## src/rtl/n_pipe_adder_if.sv

```systemverilog
// n_pipe_adder_if: operand/result bundle for the pipelined adder.
//
// Parameter: WIDTH - operand and result width in bits.
//
// Signals:
//   in_valid, in_ready       operand-side handshake
//   a, b, c_in, sub          operand beat (sampled only on an input transfer)
//   out_valid, out_ready     result-side handshake
//   sum, c_out, overflow     result beat
//
// Handshake: a beat transfers on a rising clock edge where valid && ready are
// both high. The producer holds valid and its payload until that edge. Ready
// may depend on the consumer's state but never on valid from the same side.
// The result payload is held stable while out_valid && !out_ready.
//
// Modports: master = operand sequencer / result collector side,
//           slave  = the adder itself.
interface n_pipe_adder_if #(
  parameter int WIDTH = 16
);
  logic             in_valid;
  logic             in_ready;
  logic [WIDTH-1:0] a;
  logic [WIDTH-1:0] b;
  logic             c_in;
  logic             sub;
  logic             out_valid;
  logic             out_ready;
  logic [WIDTH-1:0] sum;
  logic             c_out;
  logic             overflow;

  modport master (
    output in_valid, a, b, c_in, sub, out_ready,
    input  in_ready, out_valid, sum, c_out, overflow
  );

  modport slave (
    input  in_valid, a, b, c_in, sub, out_ready,
    output in_ready, out_valid, sum, c_out, overflow
  );
endinterface

```

## src/rtl/n_pipe_adder.sv

```systemverilog
// n_pipe_adder: pipelined add/subtract over STAGES register stages.
//
// Each stage resolves one CHUNK = WIDTH/STAGES bit slice of the result and
// forwards the chunk carry to the next stage. Every beat carries its own sub
// flag, so add and subtract beats may be mixed freely in one stream.
//   sub=0: {c_out,sum} = a + b + c_in
//   sub=1: {c_out,sum} = a + ~b + !c_in  (= a - b - c_in, c_out=1 means no borrow)
// overflow is the signed overflow flag of that addition.
//
// Parameters: WIDTH (multiple of STAGES), STAGES (1..WIDTH).
// Ports:
//   clk    rising-edge clock
//   rst_n  asynchronous active-low reset; discards every in-flight beat
//   bus    n_pipe_adder_if.slave (operand and result handshakes + payload)
//
// Optional build macro N_ADDER_SAT_EN: when defined, sum saturates to the
// most positive / most negative value on signed overflow (c_out and overflow
// are still the raw values). Without it sum wraps modulo 2^WIDTH.
//
// Latency STAGES cycles, throughput one beat per cycle, full backpressure with
// bubble collapsing. in_ready depends only on out_ready and the valid bits.
module n_pipe_adder #(
  parameter int WIDTH  = 16,
  parameter int STAGES = 4
) (
  input logic          clk,
  input logic          rst_n,
  n_pipe_adder_if.slave bus
);
  localparam int CHUNK = WIDTH / STAGES;
  localparam int MSB   = WIDTH - 1;
  localparam int LAST  = STAGES - 1;

  // Stage registers. a_q/b_q keep the raw operands so later stages can pick
  // up their chunk; res_q holds the low (k+1)*CHUNK resolved bits of stage k.
  logic [STAGES-1:0] v_q;
  logic [STAGES-1:0] cy_q;
  logic [STAGES-1:0] sub_q;
  logic [WIDTH-1:0]  a_q   [STAGES];
  logic [WIDTH-1:0]  b_q   [STAGES];
  logic [WIDTH-1:0]  res_q [STAGES];

  // Source of each stage: the input port for stage 0, stage k-1 otherwise.
  logic [STAGES-1:0] src_v;
  logic [STAGES-1:0] src_cy;
  logic [STAGES-1:0] src_sub;
  logic [WIDTH-1:0]  src_a   [STAGES];
  logic [WIDTH-1:0]  src_b   [STAGES];
  logic [WIDTH-1:0]  src_res [STAGES];

  logic [WIDTH-1:0]  nxt_res [STAGES];
  logic [STAGES-1:0] nxt_cy;
  logic [CHUNK:0]    chunk_sum;

  logic [STAGES-1:0] rdy;
  logic              tail_full;

  always_comb begin
    src_v[0]   = bus.in_valid;
    src_a[0]   = bus.a;
    src_b[0]   = bus.b;
    src_sub[0] = bus.sub;
    // Subtraction adds ~b with the inverted borrow-in as the carry-in.
    src_cy[0]  = bus.c_in ^ bus.sub;
    src_res[0] = '0;
    for (int k = 1; k < STAGES; k++) begin
      src_v[k]   = v_q[k-1];
      src_a[k]   = a_q[k-1];
      src_b[k]   = b_q[k-1];
      src_sub[k] = sub_q[k-1];
      src_cy[k]  = cy_q[k-1];
      src_res[k] = res_q[k-1];
    end
  end

  // Chunk adders: stage k resolves bits [k*CHUNK +: CHUNK].
  always_comb begin
    chunk_sum = '0;
    for (int k = 0; k < STAGES; k++) begin
      nxt_res[k] = src_res[k];
      chunk_sum  = {1'b0, src_a[k][k*CHUNK +: CHUNK]}
                 + {1'b0, src_b[k][k*CHUNK +: CHUNK] ^ {CHUNK{src_sub[k]}}}
                 + (CHUNK+1)'(src_cy[k]);
      nxt_res[k][k*CHUNK +: CHUNK] = chunk_sum[CHUNK-1:0];
      nxt_cy[k]  = chunk_sum[CHUNK];
    end
  end

  // ready[k] = !v[k] || ready[k+1], unrolled: stage k can load unless it and
  // every stage after it are occupied and the consumer is stalling.
  always_comb begin
    tail_full = 1'b1;
    rdy       = '0;
    for (int k = 0; k < STAGES; k++) begin
      tail_full = 1'b1;
      for (int j = k; j < STAGES; j++) begin
        tail_full = tail_full & v_q[j];
      end
      rdy[k] = bus.out_ready | ~tail_full;
    end
  end

  always_ff @(posedge clk or negedge rst_n) begin
    if (!rst_n) begin
      v_q   <= '0;
      cy_q  <= '0;
      sub_q <= '0;
      for (int k = 0; k < STAGES; k++) begin
        a_q[k]   <= '0;
        b_q[k]   <= '0;
        res_q[k] <= '0;
      end
    end else begin
      for (int k = 0; k < STAGES; k++) begin
        if (rdy[k]) begin
          v_q[k]   <= src_v[k];
          a_q[k]   <= src_a[k];
          b_q[k]   <= src_b[k];
          sub_q[k] <= src_sub[k];
          cy_q[k]  <= nxt_cy[k];
          res_q[k] <= nxt_res[k];
        end
      end
    end
  end

  // Output side is built purely from last-stage registers, so it is stable
  // under backpressure and all-zero straight out of reset.
  logic a_msb;
  logic b_eff_msb;
  logic ovf;

  assign a_msb     = a_q[LAST][MSB];
  assign b_eff_msb = b_q[LAST][MSB] ^ sub_q[LAST];
  assign ovf       = (a_msb == b_eff_msb) && (res_q[LAST][MSB] != a_msb);

  assign bus.in_ready  = rdy[0];
  assign bus.out_valid = v_q[LAST];
  assign bus.c_out     = cy_q[LAST];
  assign bus.overflow  = ovf;

`ifdef N_ADDER_SAT_EN
  // On overflow both effective operands share a's sign, which is the sign of
  // the true result: 0 -> 0111..1, 1 -> 1000..0.
  assign bus.sum = ovf ? {a_msb, {(WIDTH-1){~a_msb}}} : res_q[LAST];
`else
  assign bus.sum = res_q[LAST];
`endif

endmodule

```

## src/flat_wrapper.sv

```systemverilog
// flat-port wrapper written by rule: the top's interface ports become plain ports
module n_pipe_adder_flat 
#(
  parameter int WIDTH  = 16,
  parameter int STAGES = 4
)
  (clk, rst_n, bus_in_valid, bus_a, bus_b, bus_c_in, bus_sub, bus_out_ready, bus_in_ready, bus_out_valid, bus_sum, bus_c_out, bus_overflow);
  n_pipe_adder_if #(.WIDTH(WIDTH)) bus_i ();
  input logic clk;
  input logic rst_n;
  input wire logic [$bits(bus_i.in_valid)-1:0] bus_in_valid;
  input wire logic [$bits(bus_i.a)-1:0] bus_a;
  input wire logic [$bits(bus_i.b)-1:0] bus_b;
  input wire logic [$bits(bus_i.c_in)-1:0] bus_c_in;
  input wire logic [$bits(bus_i.sub)-1:0] bus_sub;
  input wire logic [$bits(bus_i.out_ready)-1:0] bus_out_ready;
  output wire logic [$bits(bus_i.in_ready)-1:0] bus_in_ready;
  output wire logic [$bits(bus_i.out_valid)-1:0] bus_out_valid;
  output wire logic [$bits(bus_i.sum)-1:0] bus_sum;
  output wire logic [$bits(bus_i.c_out)-1:0] bus_c_out;
  output wire logic [$bits(bus_i.overflow)-1:0] bus_overflow;
  assign bus_i.in_valid = bus_in_valid;
  assign bus_i.a = bus_a;
  assign bus_i.b = bus_b;
  assign bus_i.c_in = bus_c_in;
  assign bus_i.sub = bus_sub;
  assign bus_i.out_ready = bus_out_ready;
  assign bus_in_ready = bus_i.in_ready;
  assign bus_out_valid = bus_i.out_valid;
  assign bus_sum = bus_i.sum;
  assign bus_c_out = bus_i.c_out;
  assign bus_overflow = bus_i.overflow;
  n_pipe_adder #(.WIDTH(WIDTH), .STAGES(STAGES)) u_core (.clk(clk), .rst_n(rst_n), .bus(bus_i));
endmodule
```

## config.mk

```make
export PLATFORM = sky130hd
export DESIGN_NAME = n_pipe_adder_flat
export DESIGN_NICKNAME = d
export VERILOG_FILES = /design/src/rtl/n_pipe_adder_if.sv /design/src/rtl/n_pipe_adder.sv /design/src/flat_wrapper.sv
export SDC_FILE = /design/constraint.sdc
export NUM_CORES = 1
export LEC_CHECK = 0
export CORE_MARGIN = 3
export CORE_UTILIZATION = 25
export DETAILED_ROUTE_END_ITERATION = 6
export SYNTH_ARGS = -nofsm -noshare
export SYNTH_HDL_FRONTEND = slang
export SYNTH_SLANG_ARGS = --single-unit
```

## constraint.sdc

```tcl
create_clock -name clk -period 4.3 [get_ports clk]
set_clock_uncertainty 0.05 [all_clocks]
set_input_delay 1.29 -clock clk [delete_from_list [all_inputs] [get_ports clk]]
set_output_delay 1.29 -clock clk [all_outputs]
set_load 0.005 [all_outputs]
```

# [Word-level counts from Yosys, hierarchy flattened]
# Cells that the tools add are included.
# Widths: inputs -> output; s select.
[word_totals] register_bits=180 latchBits=0 ram_bits=0 mem_bits_ro=0 inputBits=38 output_inout_bits=20 wordCells=55 memories=0
[classes] n_addsub=8 multipliers=0 div_mod_pow=0 n_lt_le_gt_ge=0 n_eq_ne=2 shifts=0 n_mux=0 n_bitwise=20 n_reduce_logical=1
[op_table] op="$add 4x4->5" count=4
[op_table] op="$add 5x1->5" count=4
[op_table] op="$xor 4x4->4" count=4
[op_table] op="$and 1x1->1" count=6
[op_table] op="$not 1->1" count=4
[op_table] op="$or 1x1->1" count=4
[op_table] op="$xor 1x1->1" count=2
[op_table] op="$eq 1x1->1" count=1
[op_table] op="$logic_and 1x1->1" count=1
[op_table] op="$ne 1x1->1" count=1

# [Longest topological paths before layout]
# Gate-level depths: netlist (run 1).
[depth] depth_word=5 ltp_mapped=8 depth_no_buf=7

# [Worst setup path after synthesis (run 1)]
# No wires, ideal clock.
[synth_path] path_kind="input to output" startpoint="input port bus_out_ready" endpoint="output port bus_in_ready" arrival_ps=1828 t_required_ps=2960 setup_slack_ps=1132 cell_stages=3 n_path_buf=1 cell_sequence="nor2b_2 > nand4_2 > buf_2"
[synth_between] elab_chain_len=1
[synth_lines] element="start, declared" line_no="flat_wrapper.sv:16" text="input wire logic [$bits(bus_i.out_ready)-1:0] bus_out_ready;"
[synth_lines] element="$or 1x1->1" line_no="n_pipe_adder.sv:99" text="rdy[k] = bus.out_ready | ~tail_full;"
[synth_lines] element="end, declared" line_no="flat_wrapper.sv:17" text="output wire logic [$bits(bus_i.in_ready)-1:0] bus_in_ready;"
# Every way passes these cells.

# [Worst setup path after layout (run 1)]
# Same ends and word-level chain as after synthesis.

==> results of run 1 <==
-- area by class of cell --
type | instances | area (µm²)
Clock buffer | 12 | 256
Clock inverter | 4 | 30.0
Fill cell | 1684 | 11800
Inverter | 7 | 26.3
Multi-Input combinational cell | 189 | 1800
Sequential cell | 102 | 2550
Tap cell | 225 | 282
Timing Repair Buffer | 62 | 606
-- cells in the final DEF (no fill, tap or decap), types with 2 or more instances in the layout --
cell type        count
a21o_1               5
clkbuf_16            9
xnor2_1              7
nor2_1               8
fa_1                 8
xor2_1              18
clkdlybuf4s50_1     56
dfrtp_1            102
o21a_1               2
clkbuf_8             2
ha_1                12
nor2b_1              3
buf_4                6
o21ai_0              9
mux2_2              45
nand2b_1             4
mux2_1              38
nand2_1              8
a21oi_1             14
inv_1                7
-- state kept, by name (all words and copies together) (netlist names) --
| signal | flops |
|---|---|
| u_core.a_q | 24 |
| u_core.v_q | 4 |
| u_core.bus.sum | 16 |
| u_core.cy_q | 4 |
| u_core.nxt_res | 24 |
| u_core.b_q | 25 |
| u_core.a_msb | 1 |
| u_core.sub_q | 4 |
-- power by group --
part / leakage, nW / internal (W) / switching (W) / total, W
clock network: 0.139 / 0.000427 / 0.000346 / 0.000773
logic: 1.01 / 0.000529 / 0.000346 / 0.000874
registers: 1.18 / 0.00124 / 0.000166 / 0.00140
-- through the flow --
step	hold slack [ns]	total power, W	util
after global placement	0.414	0.00228	0.303
final	0.432	0.00305	0.320
after floorplan	0.393	0.00192	-
after detailed placement	0.420	0.00232	0.303
after global routing	0.461	0.00327	0.320
after CTS	0.435	0.00311	0.320
-- cell families (layout without fill, tap and decap cells) --
| family | after synthesis | count (layout) | synth area share |
|---|---|---|---|
| fa+ha+maj | 20 | 20 | 0.0697 |
| simple gates | 30 | 30 | 0.0360 |
| buf+inv | 22 | 85 | 0.0228 |
| mux | 83 | 83 | 0.210 |
| flops | 102 | 102 | 0.573 |
| xor+xnor | 25 | 25 | 0.0492 |
| compound gates | 31 | 31 | 0.0393 |
-- metal layers --
layer / vias to the layer above / global-route usage / wire length (µm)
met5: - / 0 / 0
met4: 0 / 0.0355 / 151
met3: 10 / 0.0230 / 258
met2: 32 / 0.152 / 4100
met1: 1292 / 0.102 / 3540
li1: 1189 / - / -
-- worst reg2reg max path: stages (launching register included) --
cell,delay [ns]
dfrtp_1,0.46
xor2_1,0.21
fa_1,0.41
fa_1,0.42
a21o_1,0.19
a21oi_1,0.14
a21oi_1,0.08
-- worst max-delay path by stage --
stage / startpoint / endpoint / depth (start not counted)
5_1_grt: bus_out_ready / bus_in_ready / 4
3_5_place_dp: bus_out_ready / bus_in_ready / 4
4_1_cts: bus_out_ready / bus_in_ready / 4
6_report: bus_out_ready / bus_in_ready / 4
2_1_floorplan: bus_out_ready / bus_in_ready / 3
3_3_place_gp: bus_out_ready / bus_in_ready / 4
==> results.cfg, run 1 <==
[timing]
worstMarginPinSlew_ns = 0.781
finalSetupViolations = 0
setup_ws_ns = 0.431
hold_viol = 0
fmax_mhz = 258
slew_viol_final = 0
final.setup.tns_ns = 0
min_period_ns = 3.87
rsz0062_at_grt = no
slew_headroom = 0.479
fin_crit_sh = 0.900

[finish]
final_nets = 429
layout-drive-gt1-share = 0.186
n_antenna_cell = 0
finalNonFillerCells = 601
syn_to_final_growth_pct = 24.7
final_area_um2 = 5550

[placed_design]
hpwl_um = 5980
gp_congestion = 0.750
post-place-ws_ns = 0.407
port_buffers = 57
placed_cell_area_um2 = 5270
dp_cells = 585

[route]
drtPass1Iterations = 4
drc = 0
antenna_left = 0
wl_per_cell_um = 13.4
via_count = 2523
wl_um = 8050
drt-initial-drc-count = 145
vias_per_cell = 4.20

[synthesis]
synth_area_per_cell_um2 = 14.2
synth_commonest_cells = 102 x dfrtp_1, 45 x mux2_2, 38 x mux2_1
yosys_warnings = 0
synthFlopType = dfrtp_1
syn_nets = 371
async_flop_share = 1.00
synth_cells = 313
synth_area_um2 = 4450
synth_top_area_cell = dfrtp_1
yosysMostFrequentCell = dfrtp_1
synth_cell_types = 27
ys_seq_area_frac = 0.573
synth.top_cell.area_share = 0.573
synth_edf_count = 0
synth_area_leaders = dfrtp_1 57%, mux2_2 11%, mux2_1 9.6%
ys_seq_elements = 102

[critical_path]
critPathLaunchType = input pin
rr_endpoint = u_core.cy_q[1]
r2r_slack_ns = 2.19
worstPathMaxFanout = 2
critPathTopFamily = buffers and inverters
critPathBufInv = 2
critPathMaxStageDelay_ns = 0.49
required_ns = 2.96
r2r_start = u_core.sub_q[0]
crit_arrival_ns = 2.53
path_common_cell = clkdlybuf4s50_1
cp_cell_sequence = clkdlybuf4s50_1 -> nor2b_2 -> nand4_2 -> clkdlybuf4s50_1
endpoint_kind = output pin
r2r_cells = 6
critPathKind = in -> out
slowest_stage = clkdlybuf4s50_1

[clock_network]
cts_root_buffer = clkbuf_16
insertion_delay_ns = 0.34
post_cts_buffers = 0
ctsHoldBuffers = 0
clock-sinks = 102
clk_pin_slew_ns = 0.07
cts_max_level = 3
cts_buffers = 9
cts_tree = done
ctsResizeCount = 0
cts_buffer_depth = 2

[floorplan]
die_x_um = 139
pin_count = 58
die_area_um2 = 19400
core_region_area_um2 = 17400
initial_utilization = 0.257
num_rows = 48
die_h_um = 139

[status]
status = finished, final reports clean

[worst_hold_path]
min_path_cells = 1
min_from = u_core.b_q[59]
hp-class = reg -> reg
hold_end = u_core.b_q[59]

[grt]
grt_pass1_vias = 2778
grt_max_degree = 64
grt_pass1_wl_um = 13800
gr-total-overflow = 0
antenna_found_initial = 0
grt_usage = 0.0872

[power]
power.leakage_nw = 2.34
powerDensity_nw_per_um2 = 549
ir_drop_v = 0.000229

[job]
maxCapViolCount = 0
(Power assumes the default switching activity.)
==> inputs of run 2 (changes only) <==
--- a/config.mk
+++ b/config.mk
@@ -8,6 +8,7 @@
 export CORE_MARGIN = 3
 export CORE_UTILIZATION = 25
 export DETAILED_ROUTE_END_ITERATION = 6
+export GPL_TIMING_DRIVEN = 0
 export SYNTH_ARGS = -nofsm -noshare
 export SYNTH_HDL_FRONTEND = slang
 export SYNTH_SLANG_ARGS = --single-unit
==> run 2 against run 1 <==
  * Sequential power barely moved
  * Setup slack got worse by 0.29 ns
  * Highest routed layer unchanged
  * Combinational power rose by 2.9%
  * Final area rose by 2.1%
  * Worst hold slack got worse by 0.0012 ns
  * Via count fell by 0.32%
  * Critical endpoint unchanged
  * Utilization rose by 0.66 points
  * Clock power rose by 13%
  * Register-to-register slack got worse by 0.09 ns
  * Count of clock-buffer cells in the layout fell by 1
  * Non-clock buffer count rose by 10
  * Largest power group unchanged
==> results.cfg, run 2 (same netlist as run 1, synthesis figures left out) <==
[status]
status = finished, final reports clean

[finish]
final_nets = 439
largest_reg_flops = 25
final_cell_mix = 102 x dfrtp_1, 55 x clkdlybuf4s50_1, 45 x mux2_2, 38 x mux2_1, 18 x xor2_1
post-route-util = 0.326
syn_to_final_growth_pct = 27.2
regMostFlops = u_core.b_q
layout_commonest_cell = dfrtp_1
n_antenna_cell = 0
layout-drive-gt1-share = 0.199

[critical_path]
crit_path_end = bus_in_ready
rr_endpoint = u_core.cy_q[1]
r2r_slack_ns = 2.10
r2r_cells = 7
critPathLaunchType = input pin
critPathKind = in -> out
required_ns = 2.96
r2r_start = u_core.sub_q[0]
endpoint_kind = output pin
cp-startpoint = bus_out_ready
worstPathMaxFanout = 10
crit_arrival_ns = 2.82

[timing]
finalSetupViolations = 0
min_period_ns = 4.16
slew_viol_final = 0
whs_ns = 0.431
slew_headroom = 0.662
rsz0062_at_grt = no
fmax_mhz = 241
fin_crit_sh = 0.966
hold_viol = 0
worstMarginPinSlew_ns = 0.507

[grt]
grt_usage = 0.0902
grt_pass1_vias = 2745
grt_max_degree = 65
grt_pass1_wl_um = 14100
gr-total-overflow = 0
antenna_found_initial = 0

[clock_network]
clock-sinks = 102
clk_pin_slew_ns = 0.07
post_cts_buffers = 0
ctsHoldBuffers = 0
cts_tree = done
insertion_delay_ns = 0.33
cts_buffers = 9
cts_max_level = 3
cts_buffer_depth = 2
cts_root_buffer = clkbuf_16
ctsResizeCount = 1

[floorplan]
pin_count = 58
die_h_um = 139
core_region_area_um2 = 17400
initial_utilization = 0.257
num_rows = 48
die_x_um = 139
die_area_um2 = 19400

[route]
wl_um = 8240
drtPass1Iterations = 4
via_count = 2515
drt-initial-drc-count = 76
wl_per_cell_um = 13.5
drc = 0
antenna_left = 0
vias_per_cell = 4.12

[power]
power.leakage_nw = 2.39
ir_drop_v = 0.000191
powerDensity_nw_per_um2 = 559

[worst_hold_path]
hp-class = reg -> reg

[placed_design]
gp_congestion = 0.790
port_buffers = 56
hpwl_um = 6340

[job]
maxCapViolCount = 0
[run 2: changes by cell type in the layout (fill, tap and decap cells not counted)]
cell / change
nand4_4: +1
clkdlybuf4s50_1: -1
clkbuf_1: +4
nor2b_2: -1
buf_4: -5
buf_6: +1
buf_2: +9
nor2b_4: +1
nand4_2: -1
clkinv_2: +1
clkinv_4: -1
buf_16: +1
bufinv_16: +2
clkinvlp_4: -1
[run 2: critical path, stage by stage]
cell and delay [ns]:
clkdlybuf4s50_1 0.45, nor2b_4 0.19, nand4_4 0.18, buf_2 0.24
clkdlybuf4s50_1 0.46
[run 2: layout make-up]
cell class | count | area [µm²]
Clock inverter | 5 | 78.8
Multi-Input combinational cell | 189 | 1810
Sequential cell | 102 | 2550
Tap cell | 225 | 282
Timing Repair Buffer | 57 | 586
Buffer | 15 | 75.1
Clock buffer | 11 | 253
Fill cell | 1688 | 11700
Inverter | 7 | 26.3
[run 2: worst min path at each step]
stage	start	to	slack, ns	cells past startpoint
2_1_floorplan	u_core.a_q[44]	u_core.a_q[28]	0.39	2
3_3_place_gp	u_core.b_q[59]	u_core.b_q[59]	0.41	1
3_5_place_dp	u_core.b_q[59]	u_core.b_q[59]	0.42	1
4_1_cts	u_core.b_q[59]	u_core.b_q[59]	0.43	1
5_1_grt	u_core.nxt_res[35]	u_core.nxt_res[35]	0.44	1
6_report	u_core.nxt_res[7]	u_core.nxt_res[7]	0.43	1
[run 2: per-layer routing]
layer	share of wire	vias up	GRT usage
met2	0.52	27	0.152
li1	-	1210	-
met1	0.44	1269	0.115
met3	0.020	9	0.0141
met4	0.017	0	0.0386
met5	0	-	0
[run 2: through the flow]
stage | power, W | worst slack (ns) | instances | TNS (ns) | area, µm²
floorplan | 0.00192 | 1.13 | 313 | 0 | 4450
global placement | 0.00230 | -1.79 | 594 | -181.82 | 5300
detailed placement | 0.00234 | -0.00634 | 595 | -0.00634 | 5320
CTS | 0.00323 | 0.0576 | 611 | 0 | 5660
global route | 0.00341 | 0.0369 | 611 | 0 | 5670
finish | 0.00317 | 0.144 | 611 | 0 | 5670
[run 2: where the power goes]
group          switching [W]  total [W]  leakage, nW  internal, W
Combinational       0.000361   0.000899         1.04     0.000538
Clock               0.000333   0.000875        0.166     0.000541
Sequential          0.000158    0.00140         1.18      0.00124
Total               0.000852    0.00317         2.39      0.00232
